**src/rtl/tank_key_router.sv**
```systemverilog
`default_nettype none
// =============================================================================
// Module  : tank_key_router
// Purpose : Turns held HID movement keys into one-frame keycode pulses per tank,
//           with a first-repeat delay and a steady auto-repeat rate.
// Rev     : 1.0
// =============================================================================
module tank_key_router #(
    parameter int REPEAT_DELAY = 15,
    parameter int REPEAT_RATE  = 6
) (
    input  logic        Clk,
    input  logic        Reset_n,
    input  logic        frame_clk,
    input  logic [47:0] keycodes,
    output logic [7:0]  keycode_p1,
    output logic [7:0]  keycode_p2
);

    localparam int MAX_PERIOD = (REPEAT_DELAY > REPEAT_RATE) ? REPEAT_DELAY : REPEAT_RATE;
    localparam int CW         = $clog2(MAX_PERIOD) + 1;
    localparam logic [CW-1:0] DELAY_LOAD = CW'(REPEAT_DELAY - 1);
    localparam logic [CW-1:0] RATE_LOAD  = CW'(REPEAT_RATE - 1);

    typedef enum logic [1:0] {
        ST_IDLE   = 2'd0,
        ST_DELAY  = 2'd1,
        ST_REPEAT = 2'd2
    } state_t;

    logic          s1_q, s2_q, s3_q;
    logic          tick;
    state_t        state_q [2];
    state_t        state_d [2];
    logic [7:0]    last_q  [2];
    logic [7:0]    last_d  [2];
    logic [CW-1:0] cnt_q   [2];
    logic [CW-1:0] cnt_d   [2];
    logic [7:0]    out_q   [2];
    logic [7:0]    out_d   [2];
    logic [7:0]    cur     [2];

    function automatic logic in_set(input logic [7:0] code, input logic player);
        if (!player)
            return (code == 8'h04) || (code == 8'h07) || (code == 8'h16) || (code == 8'h1A);
        else
            return (code == 8'h4F) || (code == 8'h50) || (code == 8'h51) || (code == 8'h52);
    endfunction

    // Lowest-index slot holding one of this player's keys wins.
    function automatic logic [7:0] select_key(input logic [47:0] kc, input logic player);
        logic [7:0] result;
        logic       found;
        result = 8'h00;
        found  = 1'b0;
        for (int i = 0; i < 6; i++) begin
            if (!found && in_set(kc[8*i +: 8], player)) begin
                result = kc[8*i +: 8];
                found  = 1'b1;
            end
        end
        return result;
    endfunction

    assign tick = s2_q & ~s3_q;

    always_comb begin
        for (int p = 0; p < 2; p++) begin
            cur[p]     = select_key(keycodes, p[0]);
            state_d[p] = state_q[p];
            last_d[p]  = last_q[p];
            cnt_d[p]   = cnt_q[p];
            out_d[p]   = out_q[p];
            if (tick) begin
                case (state_q[p])
                    ST_IDLE: begin
                        out_d[p] = cur[p];
                        if (cur[p] != 8'h00) begin
                            last_d[p]  = cur[p];
                            cnt_d[p]   = DELAY_LOAD;
                            state_d[p] = ST_DELAY;
                        end
                    end
                    ST_DELAY, ST_REPEAT: begin
                        if (cur[p] == 8'h00) begin
                            out_d[p]   = 8'h00;
                            state_d[p] = ST_IDLE;
                        end else if (cur[p] != last_q[p]) begin
                            out_d[p]   = cur[p];
                            last_d[p]  = cur[p];
                            cnt_d[p]   = DELAY_LOAD;
                            state_d[p] = ST_DELAY;
                        end else if (cnt_q[p] == '0) begin
                            out_d[p]   = cur[p];
                            cnt_d[p]   = RATE_LOAD;
                            state_d[p] = ST_REPEAT;
                        end else begin
                            out_d[p]   = 8'h00;
                            cnt_d[p]   = cnt_q[p] - CW'(1);
                        end
                    end
                    default: begin
                        out_d[p]   = 8'h00;
                        state_d[p] = ST_IDLE;
                    end
                endcase
            end
        end
    end

    always_ff @(posedge Clk or negedge Reset_n) begin
        if (!Reset_n) begin
            s1_q <= 1'b0;
            s2_q <= 1'b0;
            s3_q <= 1'b0;
            for (int p = 0; p < 2; p++) begin
                state_q[p] <= ST_IDLE;
                last_q[p]  <= 8'h00;
                cnt_q[p]   <= '0;
                out_q[p]   <= 8'h00;
            end
        end else begin
            s1_q <= frame_clk;
            s2_q <= s1_q;
            s3_q <= s2_q;
            for (int p = 0; p < 2; p++) begin
                state_q[p] <= state_d[p];
                last_q[p]  <= last_d[p];
                cnt_q[p]   <= cnt_d[p];
                out_q[p]   <= out_d[p];
            end
        end
    end

    assign keycode_p1 = out_q[0];
    assign keycode_p2 = out_q[1];

endmodule
`default_nettype wire

```
**config.mk**
```make
export PLATFORM = sky130hd
export DESIGN_NAME = tank_key_router
export DESIGN_NICKNAME = d
export VERILOG_FILES = /design/src/rtl/tank_key_router.sv
export SDC_FILE = /design/constraint.sdc
export NUM_CORES = 1
export LEC_CHECK = 0
export ABC_AREA = 1
export BUFFER_PORTS_ARGS = -buffer_cell sky130_fd_sc_hd__buf_2
export CAP_MARGIN = 10
export CORE_UTILIZATION = 56
export DETAILED_ROUTE_END_ITERATION = 10
export GPL_ROUTABILITY_DRIVEN = 0
export PLACE_DENSITY = 0.79
export SETUP_SLACK_MARGIN = 0.15
export SYNTH_ARGS = -nofsm -noshare
export SYNTH_HDL_FRONTEND = slang
export SYNTH_SLANG_ARGS = --single-unit
```
**constraint.sdc**
```tcl
create_clock -name Clk -period 2.6 [get_ports Clk]
set_input_delay 0 -clock Clk [delete_from_list [all_inputs] [get_ports Clk]]
set_output_delay 0 -clock Clk [all_outputs]
set_load 0.02 [all_outputs]
```
==> impl_metrics.csv <==
group,metric,value,unit
timing,final.setup.tns,0,ns
die,ios,67,
timing,finalHoldWorstSlack,0.179,ns
timing,rsz0062_at_grt,"no",
die,die_y,83.9,µm
critical_path,cp_num_buf_inv,1,
detailed_routing,route.detailed.drc,6,
critical_path,cp_max_fo,11,
run_status,status,"complete, but fails checks",
critical_path,worstSetupPathType,"input pin to flip-flop",
die,initial_utilization,58.5,%
yosys,ys_types,35,
placed_design,dp.cells,731,
detailed_routing,wl,8760,µm
cells_and_area,final_common_cell,"nand2_1",
cells_and_area,fin_nets,720,
critical_path,cpMostUsedCell,"nand2_1",
die,die_area,7040,µm²
yosys,ys_seq_area_share,32.7,%
cts,clkSlewWorstSetupHoldPaths,0.09,ns
timing,hold_viol_final,0,
grt,grt_usage,25.9,%
timing,finClkSkew,0.00346,ns
cells_and_area,final_cell_area,4300,µm²
hold_path,hold_start,"keycodes[44]",
cells_and_area,antenna_cells,0,
critical_path,rr_startpoint,"cnt_q[0]",
grt,grt_max_degree,50,
placed_design,hpwl,7020,µm
critical_path,worstSetupEndpointType,"flip-flop",
detailed_routing,wl_per_cell,11.8,µm
yosys,ys_seq_elements,49,
power,power-per-cell-area,571,nW/µm²
cts,cts_buffer_depth,2,
yosys,netlist_area,3750,µm²
detailed_routing,final_antenna_net_count,0,
detailed_routing,num_vias,3877,
power,vdd.ir_drop.worst,0.000450,V
cells_and_area,area_growth,14.4,%
placed_design,portBuffers,66,
timing,post-route-period-util,82.2,%
grt,grt_pass1_vias,3572,
critical_path,required,2.83,ns
timing,layout_min_cycle_time,2.14,ns
critical_path,arrival,2.37,ns
timing,setup_ws,0.463,ns
die,die_x,83.9,µm
timing,fmax,468,MHz
yosys,synth-warning-count,0,
cts,cts_setup_buffers,0,
timing,drv_slew,0,
cts,insertion_delay,0.30,ns
timing,setup_violations,0,
placed_design,place_area,4170,µm²
power,total_power,2.45,mW
grt,antenna_found_initial,0,
critical_path,setup.worst_path.start_class,"input pin",
yosys,synthCells,589,
critical_path,crit_start,"keycodes[44]",
flow_run,drv_cap,0,
critical_path,slowest_stage,"nor2_2",
timing,tightest_slew,1.05,ns
power,leakage,2.49,nW
critical_path,max_stage_delay,0.39,ns
yosys,synth_area_per_cell,6.37,µm²
cells_and_area,layout-drive-gt1-share,18.4,%
detailed_routing,drtIter0Drc,232,
cells_and_area,finish.utilization,66.9,%
cts,root_buffer,"clkbuf_8",
detailed_routing,dr.pass1.iters,8,
die,core_area,6420,µm²
critical_path,path_cells,"buf_2 > or2_0 > o21ai_1 > nand2_1 > nor2_1 > nand4_4 > or2_4 > nand2_2 > nand2_1 > nand2_1 > nor2_2 > nand3_2 > nor2_4 > nor2_2 > nand2_1 > o21ai_1",
die,num_rows,29,
grt,overflow,0,
cells_and_area,final_cell_mix,"176 x nand2_1, 99 x inv_1, 88 x nor2_1",
cts,clock-sinks,49,
run_status,failed_checks,"design-rule violations",
grt,grt_pass1_wl,14900,µm
timing,slew_headroom,30.1,%
cts,cts_made_buffers,5,
cts,htreeDepth,2,
cells_and_area,layoutNonFillerInstCount,741,
critical_path,cp_top_family,"simple AND/OR/NAND/NOR gates",
placed_design,dp_slack,0.189,ns
hold_path,hp-class,"input pin to flip-flop",
cts,cts_tree,"built",
detailed_routing,vias_per_cell,5.23,
yosys,mappedNetlistNets,646,
power by group:
part | switching [mW] | leakage, nW | internal (mW)
logic | 0.576 | 1.81 | 0.335
clock network | 0.246 | 0.0542 | 0.241
registers | 0.106 | 0.620 | 0.948
kinds of logic (layout without fill, tap and decap cells):
group	Yosys count	in the layout	synth area share, %
and+or+nand+nor	390	390	48.2
buffers and inverters	106	181	10.8
DFF	49	49	32.7
AOI/OAI and AO/OA	37	37	6.10
adders and majority gates	6	6	2.00
xor gates and xnor gates	1	1	0.233
worst reg2reg max path: cells and delay by family, from the launching register on:
kind / cells / cell delay (ns)
compound gates: 1 / 0.36
buf+inv: 3 / 0.29
fa+ha+maj: 1 / 0.15
flops: 1 / 0.39
simple gates: 5 / 0.75
registers in the layout, indices dropped and copies added (netlist names):
name,cells
last_q,16
state_q,4
keycode_p1,8
s1_q,1
cnt_q,10
keycode_p2,8
s2_q,1
s3_q,1
per-layer routing:
metal / vias to the layer above / routed length [µm] / global-route usage [%] / share of wire, %
met2: 118 / 4210 / 46.6 / 48
met3: 13 / 484 / 3.66 / 5.5
li1: 1987 / - / - / -
met5: - / 0 / 0 / 0
met1: 1759 / 3950 / 32.7 / 45
met4: 0 / 108 / 6.27 / 1.2
cells in the mapped netlist, drive strengths merged:
cell | number | share of area (%)
nor4 | 1 | 0.17
xnor2 | 1 | 0.23
or2 | 5 | 0.90
nand3 | 66 | 9.9
nor2 | 98 | 11
dfrtp | 49 | 33
o211ai | 4 | 0.80
nand4 | 19 | 3.6
nand3b | 5 | 1.1
o21ai | 25 | 3.8
nand2 | 189 | 20
inv | 104 | 10
nor3 | 7 | 1.2
clkbuf | 1 | 0.10
buf | 1 | 0.30
o221ai | 1 | 0.23
ha | 6 | 2.0
a21oi | 7 | 1.2
what timing repair did:
item                                   in CTS  in global routing
endpoints found under the hold margin      50                  0
hold buffers                                2                  0
gates resized for setup                     0                  0
final cells by class:
cell class	count	area (µm²)
Inverter	104	390
Clock buffer	7	96.3
Sequential cell	49	1230
Clock inverter	1	5.00
Multi-Input combinational cell	434	2120
Fill cell	587	2130
Tap cell	77	96.3
Timing Repair Buffer	69	358
path summary, 6_finish.rpt:
path | end | slack [ns] | cells after the start
setup reg to reg | keycode_p2[3] | 0.61 | 10
max in group asynchronous | s1_q | 1.52 | 2
setup / recovery | last_q[3] | 0.46 | 16
hold / removal | last_q[12] | 0.18 | 5
hold reg to reg | s2_q | 0.36 | 0
min in group asynchronous | last_q[7] | 0.43 | 2
(Power assumes the default switching activity.)
